===== src/rtl/sram_outstanding_tracker_pkg.sv =====
// Shared sizing defaults and helpers for the SRAM outstanding-request tracker.
package sram_outstanding_tracker_pkg;

  localparam int unsigned TRK_DEPTH_DEF  = 2;
  localparam int unsigned TRK_TAG_W_DEF  = 32;
  localparam int unsigned TRK_DATA_W_DEF = 32;

  // Pointer width that stays legal for a single-entry ring.
  function automatic int unsigned ptr_width(input int unsigned depth);
    return (depth > 1) ? $clog2(depth) : 1;
  endfunction

endpackage


===== src/rtl/sram_outstanding_tracker_trk_ring.sv =====
// In-order ring of DEPTH {discard, tag} entries with pointers, occupancy count
// and a flush port that marks every live entry as discard.
module trk_ring
  import sram_outstanding_tracker_pkg::*;
#(
  parameter int unsigned DEPTH = TRK_DEPTH_DEF,
  parameter int unsigned TAG_W = TRK_TAG_W_DEF
) (
  input  logic                         clk,
  input  logic                         reset,
  input  logic                         push_i,
  input  logic [TAG_W-1:0]             push_tag_i,
  input  logic                         push_dis_i,
  input  logic                         pop_i,
  input  logic                         flush_i,
  output logic [TAG_W-1:0]             head_tag_o,
  output logic                         head_dis_o,
  output logic [$clog2(DEPTH+1)-1:0]   count_o,
  output logic                         live_o
);

  localparam int unsigned PTR_W = ptr_width(DEPTH);
  localparam int unsigned CNT_W = $clog2(DEPTH+1);

  logic [DEPTH-1:0][TAG_W-1:0] tag_q, tag_d;
  logic [DEPTH-1:0]            vld_q, vld_d;
  logic [DEPTH-1:0]            dis_q, dis_d;
  logic [PTR_W-1:0]            wr_q, wr_d;
  logic [PTR_W-1:0]            rd_q, rd_d;
  logic [CNT_W-1:0]            cnt_q, cnt_d;

  function automatic logic [PTR_W-1:0] ptr_inc(input logic [PTR_W-1:0] p);
    return (p == PTR_W'(DEPTH-1)) ? '0 : PTR_W'(p + 1'b1);
  endfunction

  // Flush marks first, then pop frees the head and push writes the tail.
  always_comb begin
    tag_d = tag_q;
    vld_d = vld_q;
    dis_d = dis_q;
    wr_d  = wr_q;
    rd_d  = rd_q;
    if (flush_i) begin
      dis_d = dis_q | vld_q;
    end
    if (pop_i) begin
      vld_d[rd_q] = 1'b0;
      dis_d[rd_q] = 1'b0;
      rd_d        = ptr_inc(rd_q);
    end
    if (push_i) begin
      tag_d[wr_q] = push_tag_i;
      vld_d[wr_q] = 1'b1;
      dis_d[wr_q] = push_dis_i;
      wr_d        = ptr_inc(wr_q);
    end
    cnt_d = CNT_W'(cnt_q + CNT_W'(push_i) - CNT_W'(pop_i));
  end

  always_ff @(posedge clk) begin
    if (reset) begin
      tag_q <= '0;
      vld_q <= '0;
      dis_q <= '0;
      wr_q  <= '0;
      rd_q  <= '0;
      cnt_q <= '0;
    end else begin
      tag_q <= tag_d;
      vld_q <= vld_d;
      dis_q <= dis_d;
      wr_q  <= wr_d;
      rd_q  <= rd_d;
      cnt_q <= cnt_d;
    end
  end

  assign head_tag_o = tag_q[rd_q];
  assign head_dis_o = dis_q[rd_q];
  assign count_o    = cnt_q;
  assign live_o     = |(vld_q & ~dis_q);

endmodule


===== src/rtl/sram_outstanding_tracker.sv =====
// Tracks in-flight requests on one SRAM req/addr_ok/data_ok channel, dropping
// responses of requests that were in flight when the pipeline flushed.
module sram_outstanding_tracker
  import sram_outstanding_tracker_pkg::*;
#(
  parameter int unsigned DEPTH  = TRK_DEPTH_DEF,
  parameter int unsigned TAG_W  = TRK_TAG_W_DEF,
  parameter int unsigned DATA_W = TRK_DATA_W_DEF
) (
  input  logic                       clk,
  input  logic                       reset,
  input  logic                       req,
  input  logic                       addr_ok,
  input  logic [TAG_W-1:0]           req_tag,
  input  logic                       data_ok,
  input  logic [DATA_W-1:0]          rdata,
  input  logic                       flush,
  output logic                       req_allow,
  output logic                       resp_valid,
  output logic [TAG_W-1:0]           resp_tag,
  output logic [DATA_W-1:0]          resp_rdata,
  output logic [$clog2(DEPTH+1)-1:0] outstanding,
  output logic                       busy_live,
  output logic                       proto_err
);

  localparam int unsigned CNT_W = $clog2(DEPTH+1);

  logic [CNT_W-1:0] cnt;
  logic             head_dis;
  logic             empty;
  logic             accept;
  logic             acc_full;
  logic             pop;
  logic             proto_err_q, proto_err_d;

  // req_allow looks only at registered count, so data_ok never reaches it.
  assign empty     = (cnt == '0);
  assign req_allow = (cnt != CNT_W'(DEPTH));
  assign accept    = req & addr_ok & req_allow;
  assign acc_full  = req & addr_ok & ~req_allow;
  assign pop       = data_ok & ~empty;

  assign resp_valid  = pop & ~head_dis & ~flush;
  assign resp_rdata  = rdata;
  assign outstanding = cnt;

  always_comb begin
    proto_err_d = proto_err_q | (data_ok & empty) | acc_full;
  end

  always_ff @(posedge clk) begin
    if (reset) begin
      proto_err_q <= 1'b0;
    end else begin
      proto_err_q <= proto_err_d;
    end
  end

  assign proto_err = proto_err_q;

  trk_ring #(
    .DEPTH (DEPTH),
    .TAG_W (TAG_W)
  ) u_ring (
    .clk        (clk),
    .reset      (reset),
    .push_i     (accept),
    .push_tag_i (req_tag),
    .push_dis_i (flush),
    .pop_i      (pop),
    .flush_i    (flush),
    .head_tag_o (resp_tag),
    .head_dis_o (head_dis),
    .count_o    (cnt),
    .live_o     (busy_live)
  );

endmodule


===== config.mk =====
export PLATFORM = sky130hd
export DESIGN_NAME = sram_outstanding_tracker
export DESIGN_NICKNAME = d
export VERILOG_FILES = /design/src/rtl/sram_outstanding_tracker_pkg.sv /design/src/rtl/sram_outstanding_tracker_trk_ring.sv /design/src/rtl/sram_outstanding_tracker.sv
export SDC_FILE = /design/constraint.sdc
export NUM_CORES = 1
export LEC_CHECK = 0
export CORE_MARGIN = 2
export CORE_UTILIZATION = 55
export DETAILED_ROUTE_END_ITERATION = 6
export DONT_BUFFER_PORTS = 1
export GPL_ROUTABILITY_DRIVEN = 0
export PLACE_DENSITY = 0.79
export RECOVER_POWER = 100
export SYNTH_ARGS = -nofsm -noshare
export SYNTH_HDL_FRONTEND = slang
export SYNTH_HIERARCHICAL = 1
export SYNTH_SLANG_ARGS = --single-unit

===== constraint.sdc =====
create_clock -name clk -period 1.7 [get_ports clk]
set_clock_uncertainty 0.05 [all_clocks]
set_input_delay 0.255 -clock clk [delete_from_list [all_inputs] [get_ports clk]]
set_output_delay 0.255 -clock clk [all_outputs]
set_load 0.05 [all_outputs]

Yosys cells after proc, flatten, opt, wreduce, memory -nomap -nowiden. Index checks and enable logic that the tools add are counted.

Add/subtract/negate cells: 4. Order comparisons: 4. Eq/ne operators: 1. Multiplexer cells: 19. Bitwise gates (word level): 20. Reduce and logical (&&, ||, !) cells: 4.

Operators with widths (count): $mux W32 (3); $bwmux W64 (1); $demux W32 S1 (1); $mux W2 (5); $and A1 B1 Y1 (7); $and A2 B2 Y2 (3); $mux W1 (6); $lt A1 B2 Y1 const B (2); $not A1 Y1 (4); $not A2 Y2 (2); $or A2 B2 Y2 (2); $add A1 B1 Y1 const B (2); $add A2 B1 Y2 (1); $bwmux W2 (1); $demux W1 S1 (2); $ge A1 B1 Y1 const B (2); $logic_and A1 B1 Y1 (2); $logic_not A2 Y1 (1); $ne A2 B2 Y1 const B (1); $or A1 B1 Y1 (2); $reduce_or A2 Y1 (1); $sub A2 B1 Y2 (1).

Flip-flop bits (word level): 73. Bits of input ports: 70. Output and inout bits: 70. Word-level logic and storage cells: 60.

Longest topological paths before layout. Gate-level depths: netlist (run 1).

Depth in word-level cells: 9. Depth in mapped cells: 7.

Cells and area by module. The synthesis (run 1) kept the hierarchy.

Modules (own cells, without submodules): trk_ring (times used 1, cells each 357, area each 2970.3 µm², sequential area each 1441.4 µm²); sram_outstanding_tracker (times used 1, cells each 42, area each 317.8 µm², sequential area each 20.0 µm²).

Worst setup path before layout (run 1). Ideal clock, no wire load.

Kind: flip-flop to output port. From: register u_ring.rd_q. To: output port resp_valid. Arrival time: 2.181 ns. Required time: 1.395 ns. Path slack: -0.786 ns. Cell stages (with the launch flop): 5. Path buffers: 2. Cells stage by stage: dfxtp_1 buf_2 buf_2 mux2_2 nor3b_1.

Longest elaborated chain between the ends: 5.

RTL lines: start, declared (line sram_outstanding_tracker_trk_ring.sv:29) `logic [PTR_W-1:0] rd_q, rd_d;`; start signal, assigned (line sram_outstanding_tracker_trk_ring.sv:73) `rd_q <= rd_d;`; $mux W1 (not written as such) (2 in a row) (line sram_outstanding_tracker_trk_ring.sv:79) `assign head_dis_o = dis_q[rd_q];`; via head_dis (line sram_outstanding_tracker.sv:30) `logic head_dis;`; $not A1 Y1 (line sram_outstanding_tracker.sv:44) `assign resp_valid = pop & ~head_dis & ~flush;`; $and A1 B1 Y1 (2 in a row) (line sram_outstanding_tracker.sv:44); end, declared (line sram_outstanding_tracker.sv:19) `output logic resp_valid,`.

The timed path passes the listed nets, and every way through them passes these cells. The select of a mux whose other input is x is not followed.

Final worst setup path (run 1).
From: register u_ring.rd_q. To: output port resp_tag[22].

Longest elaborated chain between the ends: 2.

RTL lines: $mux W32 (not written as such) (2 in a row) (line sram_outstanding_tracker_trk_ring.sv:78) `assign head_tag_o = tag_q[rd_q];`; end, declared (line sram_outstanding_tracker.sv:20) `output logic [TAG_W-1:0] resp_tag,`.

Every way passes these cells. The select of a mux whose other input is x is not followed.

==> metrics.md, run 1 <==
| Metric | Value |
|---|---|
| Layout Utilization | approximately three fifths |
| Area grow syn2layout | 6.47% |
| Count of buffer and inverter cells on the critical path | 1 |
| Largest family of logic cells by synthesized area | simple AND/OR/NAND/NOR gates |
| Vias after detailed routing | approximately 2,400 |
| Reg clk slew, reported paths | around 80 ps |
| Area fraction in compound gates after synthesis | about an eighth |
| Syn. warnings | 6 |
| Worst EP arrival | 1420 ps |
| Final period utilization | 101% |
| Post-synthesis cell count | roughly 400 |
| Synth Register Bits | 73 |
| Skew-Pair Late Insertion Delay | 330 ps |
| Post-layout nets | roughly 440 |
| Final setup vio count | 10 |
| Diodes inserted | 0 |
| Post-synthesis simple-gate area fraction | 18.2% |
| Commonest non-fill, non-tap cells in the layout | nand2_1, dfxtp_1, a21oi_1 |
| Worst Max-Slew Pin Slew | about 590 ps |
| Ranking of synthesized cells by area | dfxtp_1, nand2_1, mux2_2, a21oi_1, buf_4 |
| Vias in the first global route | around 2,300 |
| Crit-path max cell delay | around 490 ps |
| Peak VDD IR | ~0.00096 V |
| CP startpoint | u_ring/rd_q$_SDFFE_PP0P_ |
| Per-cell routed wire length | 14.9 microns |
| Final WS setup | -23.3 ps |
| Syn Area/Cell | between 8 and 9 sq um |
| Final Power | around 5000 uW |
| Final Hold Fails | 71 |
| I/O Buffers | 0 |
| Initial Utilization | a little under three fifths |
| Max clock buf depth | 2 |
| Synth area leader | dfxtp_1 |
| Initial antenna violation count | 0 |
| Status | finished with violations |
| Post-synthesis sequential area ratio | between 40% and 50% |
| Fin crit period | roughly 1700 ps |
| Dpl ws | between 100 and 150 ps |
| Post-route ant nets | 0 |
| CP Cell Sequence | buf_12 > mux2_2 |
| DRT iter0 DRCs | approximately 130 |
| Postcts setup bufs | 0 |
| # fillers | between 500 and 600 |
| Top Ports | 140 |
| Synth cell types | 23 |
| DRC viols | 0 |
| Sink Count | 73 |
| Grt ovf | 0 |
| Syn Std Cell Area | approximately 3300 sq um |
| Clock Tree Root | clkbuf_8 |
| Crit-path leading delay family | multiplexers |
| Most common cell after layout, fill and taps aside | nand2_1 |
| Mux contribution to synthesized area | about 11% |
| Maximum operating frequency | 580 MHz |
| Num CTS Buffers | 9 |
| Core Box Area | a little under 6000 sq um |
| P per Cell Area | around 1400 nW/um^2 |
| Total global-route track usage | between 10% and 20% |
| H-tree depth | 3 |
| Hold crit path type | primary input to register |
| CTS tree | built |
| Post-DP HPWL | approximately 4.2 mm |
| Failing checks | hold timing, setup timing |
| Post-synthesis xor/xnor area fraction | less than 1% |
| Slew headroom | between 60% and 70% |
| Kind of critical path | register to primary output |
| Slew Limit Fails | 0 |
| First-pass GRT wire length | around 10 mm |
| Vias per cell | approximately 5.4 |
| Post-synth top area share | 44.4% |
| Num rows | 28 |
| Post-CTS Hold Buffers | 2 |
| HP Start | reset |
| Largest net degree at the start of global routing | 74 |
| Die ar. | 6610 sq um |
| Total of max-cap violations | 0 |
| Die X | 81.3 microns |
| CP max-delay cell | mux2_2 |
| Drt pass-1 iters | 4 |
| Die extent in y | around 81 microns |
| FF-to-FF Start | u_ring/count_o[0]$_SDFF_PP0_ |
| Setup crit start kind | register |
| Fraction of layout cells with a size suffix above 1 | a little under a fifth |
| Synth Area in Adders | less than 1% |
| CP Max Fanout | 25 |
| Unrepaired setup endpoints after global routing | yes |
| Placed instance area | between 3000 and 4000 sq um |
| CP Capture Type | primary output |
| Hold slack | -70.7 ps |
| Synth Net Count | 471 |
| Post-route design area | 3500 sq um |
| Worst EP required | ~1400 ps |
| Leak | roughly 0.0013 uW |
| Final WL | 6.70 mm |
state kept, by name, summed over array words and instances (netlist names):
signal          count
u_ring/tag_q       64
u_ring/count_o      2
u_ring/dis_q        2
u_ring/vld_q        2
proto_err           1
u_ring/rd_q         1
u_ring/wr_q         1
where the power goes:
part | switching (uW) | internal, uW | total [uW] | leakage (uW)
combinational | 943 | 532 | 1480 | 0.000596
clock | 640 | 827 | 1470 | 0.000113
sequential | 91.7 | 1860 | 1950 | 0.000595
routing by layer:
layer | vias to the layer above | track usage, % | routed length, microns
met2 | 83 | 35.9 | 3260
met5 | - | 0 | 0
met1 | 1108 | 20.9 | 2790
met3 | 9 | 7.11 | 571
met4 | 0 | 8.47 | 76
li1 | 1210 | - | -
stage by stage:
stage	setup TNS, ps	cells
final	-140	450
after global routing	-1010	450
after CTS	-602	450
after detailed placement	0	432
after global placement	0	432
after floorplan	-46.3	399
synthesized netlist by cell type, drive strengths merged:
library cell	n
and3	1
nor2b	3
ha	2
dfxtp	73
inv	5
xor2	1
mux2	33
a21o	2
clkbuf	7
and2	1
nand2	132
buf	52
nand2b	6
nor3b	1
nand3	3
a21oi	70
o21a	1
o22ai	1
nor2	3
a311oi	1
xnor2	1
area by class of cell:
| cell class | instances | area (sq um) | area share, % |
|---|---|---|---|
| well taps | 75 | 93.8 | 2.68 |
| flip-flops and latches | 73 | 1470 | 42.0 |
| multi-input cells | 262 | 1500 | 42.9 |
| repair buffers | 19 | 199 | 5.68 |
| clock inverters | 7 | 93.8 | 2.68 |
| inverters | 5 | 18.8 | 0.536 |
| clock buffers | 9 | 124 | 3.54 |
logic make-up after synthesis:
logic type                 after synthesis
DFF                                     73
and+or+nand+nor                        150
AOI/OAI and AO/OA                       75
xor gates and xnor gates                 2
adders and majority gates                2
buffers and inverters                   64
muxes                                   33
timing repair:
item,CTS,global route
setup endpoints to repair,33,18
gates resized for setup,20,5
cloned,0,0
pin swaps,1,1
endpoints found under the hold margin,73,71
path summary, 6_finish.rpt:
path	to	slack, ps	cells past startpoint
worst max-delay path	resp_tag[22]	-20	2
worst min-delay path	u_ring/tag_q[45]$_SDFFE_PP0P_	-70	1
worst max register to register	u_ring/rd_q$_SDFFE_PP0P_	60	5
worst min register to register	u_ring/tag_q[42]$_SDFFE_PP0P_	400	2
worst register-to-register path: cells and delay by family (launching register included):
kind | cells | cell delay (ps)
compound gates | 2 | 340
buf+inv | 2 | 700
flops | 1 | 360
simple gates | 1 | 140
Note: power is estimated with default switching activity, not from simulation.
==> run 2: changes to the inputs <==
--- a/config.mk
+++ b/config.mk
@@ -11,7 +11,6 @@
 export DONT_BUFFER_PORTS = 1
 export GPL_ROUTABILITY_DRIVEN = 0
 export PLACE_DENSITY = 0.79
-export RECOVER_POWER = 100
 export SYNTH_ARGS = -nofsm -noshare
 export SYNTH_HDL_FRONTEND = slang
 export SYNTH_HIERARCHICAL = 1
==> run 2 against run 1 <==
The run still ends with hold timing, setup timing left. Cell count is the same. Maximum frequency about the same. Power grew 1.2%. Critical path type unchanged. Global-route usage unchanged. Sequential cell count did not move. Non-clock buffer count unchanged. Register-to-register slack barely moved.
==> metrics.md, run 2 (same netlist as run 1, synthesis figures left out) <==
| Metric | Value |
|---|---|
| Postcts setup bufs | 0 (unchanged) |
| Crit-path leading delay family | multiplexers |
| Failing checks | hold timing, setup timing |
| Peak VDD IR | 0.000963 V (+0.31%) |
| Commonest non-fill, non-tap cells in the layout | nand2_1, dfxtp_1, a21oi_1 |
| Slew headroom | 82.1% (+21 points) |
| Maximum operating frequency | 580 MHz (about the same) |
| Critical path endpoint | resp_tag[22] |
| Worst EP arrival | 1420 ps (about the same) |
| DRT iter0 DRCs | 136 (+8.8%) |
| Vias after detailed routing | 2,414 (+0.17%) |
| Max FFs per register | 64 (unchanged) |
| Status | finished with violations |
| Final WL | 6.70 mm (about the same) |
| Count of buffer and inverter cells on the critical path | 1 (unchanged) |
| Initial Utilization | 56.2% (unchanged) |
| Setup crit start kind | register |
| Initial antenna violation count | 0 (unchanged) |
| Diodes inserted | 0 (unchanged) |
| Post-layout nets | 442 (unchanged) |
| Worst Max-Slew Pin Slew | 269 ps (-322 ps) |
| Die X | 81.3 microns (unchanged) |
| R2R Setup Slk | 70 ps (about the same) |
| Final WS setup | -23.7 ps (-0.376 ps) |
| Skew-Pair Late Insertion Delay | 330 ps (about the same) |
| Reg clk slew, reported paths | 80 ps (about the same) |
| Worst EP required | 1390 ps (about the same) |
| Kind of critical path | register to primary output |
| Hold slack | -75.7 ps (-4.94 ps) |
| Hold crit path type | primary input to register |
| Final Hold Fails | 71 (unchanged) |
| # fillers | 516 (-0.77%) |
| Sink Count | 73 (unchanged) |
| Largest net degree at the start of global routing | 74 (unchanged) |
| Dpl ws | 111 ps (unchanged) |
| CP Cell Sequence | buf_12 > mux2_2 |
| Total global-route track usage | 20.0% (unchanged) |
| CP Max Fanout | 25 (unchanged) |
| Num rows | 28 (unchanged) |
| Slew Limit Fails | 0 (unchanged) |
| Max clock buf depth | 2 (unchanged) |
| Post-route ant nets | 0 (unchanged) |
| Vias in the first global route | 2,265 (unchanged) |
| Die ar. | 6610 sq um (unchanged) |
| Fraction of layout cells with a size suffix above 1 | 19.2% (+0.80 points) |
| CP Depth | 2 (unchanged) |
| Top reg by flops | u_ring/tag_q |
| Reg2Reg Depth | 5 (unchanged) |
| Post-DP HPWL | 4.18 mm (unchanged) |
| H-tree depth | 3 (unchanged) |
| Per-cell routed wire length | 14.9 microns (about the same) |
| Top Ports | 140 (unchanged) |
| Die extent in y | 81.3 microns (unchanged) |
| CP Capture Type | primary output |
| Drt pass-1 iters | 4 (unchanged) |
| Post-CTS Hold Buffers | 2 (unchanged) |
| Vias per cell | 5.36 (+0.17%) |
| Total of max-cap violations | 0 (unchanged) |
| Final period utilization | 101% (about the same) |
| I/O Buffers | 0 (unchanged) |
| Crit-path max cell delay | 490 ps (about the same) |
| DRC viols | 0 (unchanged) |
| CTS tree | built |
| FF-to-FF Start | u_ring/count_o[0]$_SDFF_PP0_ |
| R2R Path End | u_ring/rd_q$_SDFFE_PP0P_ |
| Leak | 0.00132 uW (+0.84%) |
| Final setup vio count | 10 (unchanged) |
| Setup_tns | -151 ps (-10.7 ps) |
| Area grow syn2layout | 7.19% |
| Core Box Area | 5850 sq um (unchanged) |
| CP max-delay cell | mux2_2 |
| Clock Tree Root | clkbuf_8 |
| First-pass GRT wire length | 10.1 mm (unchanged) |
| Num CTS Buffers | 9 (unchanged) |
| Fin crit period | 1720 ps (+0.376 ps) |
| Most common cell after layout, fill and taps aside | nand2_1 |
| CP startpoint | u_ring/rd_q$_SDFFE_PP0P_ |
| P per Cell Area | 1400 nW/um^2 (+0.49%) |
| Grt ovf | 0 (unchanged) |
| Unrepaired setup endpoints after global routing | yes |
[run 2: cell types whose count changed in the layout (fill, tap and decap cells not counted)]
cell	previous run	this run
clkbuf_2	3	0
nand2b_1	6	5
buf_4	7	12
nand2b_4	0	1
and2_0	1	0
dfxtp_4	2	3
clkbuf_4	1	0
and2_1	0	1
nor2b_1	3	2
nor2b_2	0	1
dfxtp_2	1	0
clkbuf_1	1	0
[run 2: worst min path at each step]
stage | to | slack (ps) | depth (start not counted) | startpoint
after floorplan | proto_err$_SDFF_PP0_ | 280 | 1 | reset
after global placement | u_ring/count_o[0]$_SDFF_PP0_ | 270 | 1 | reset
after detailed placement | u_ring/rd_q$_SDFFE_PP0P_ | 280 | 1 | reset
after CTS | u_ring/tag_q[45]$_SDFFE_PP0P_ | -90 | 1 | reset
after global routing | u_ring/tag_q[45]$_SDFFE_PP0P_ | -100 | 1 | reset
final | u_ring/tag_q[45]$_SDFFE_PP0P_ | -80 | 1 | reset
[run 2: timing repair]
action | CTS | global route
pin swaps | 1 | 1
hold endpoints to repair | 73 | 71
endpoints found under the setup margin | 33 | 18
gates resized for setup | 20 | 5
[run 2: per-stage QoR]
step / instances / instance area [sq um] / utilization (%) / power (uW)
finish: 450 / 3520 / 60.2 / 4950
global placement: 432 / 3190 / 54.6 / 3390
global route: 450 / 3520 / 60.2 / 5160
detailed placement: 432 / 3190 / 54.6 / 3420
CTS: 450 / 3510 / 59.9 / 4980
floorplan: 399 / 3320 / - / 3360
[run 2: layer usage]
layer | share of wire (%) | vias to the layer above | wire [microns] | GRT usage [%]
li1 | - | 1210 | - | -
met2 | 49 | 75 | 3290 | 35.9
met3 | 8.1 | 9 | 543 | 7.11
met1 | 42 | 1120 | 2800 | 20.9
met5 | 0 | - | 0 | 0
met4 | 0.98 | 0 | 66 | 8.47
[run 2: cell type report]
cell class | instances | area (sq um) | share of cell area, %
clock buffers | 9 | 124 | 3.51
clock inverters | 7 | 93.8 | 2.66
inverters | 5 | 18.8 | 0.532
multi-input cells | 262 | 1510 | 42.9
flip-flops and latches | 73 | 1470 | 41.8
well taps | 75 | 93.8 | 2.66
repair buffers | 19 | 210 | 5.96
[run 2: report_power, final]
| part | switching (uW) | leakage (uW) | internal (uW) |
|---|---|---|---|
| sequential | 99.3 | 0.000595 | 1870 |
| clock | 649 | 0.000113 | 827 |
| combinational | 941 | 0.000607 | 569 |
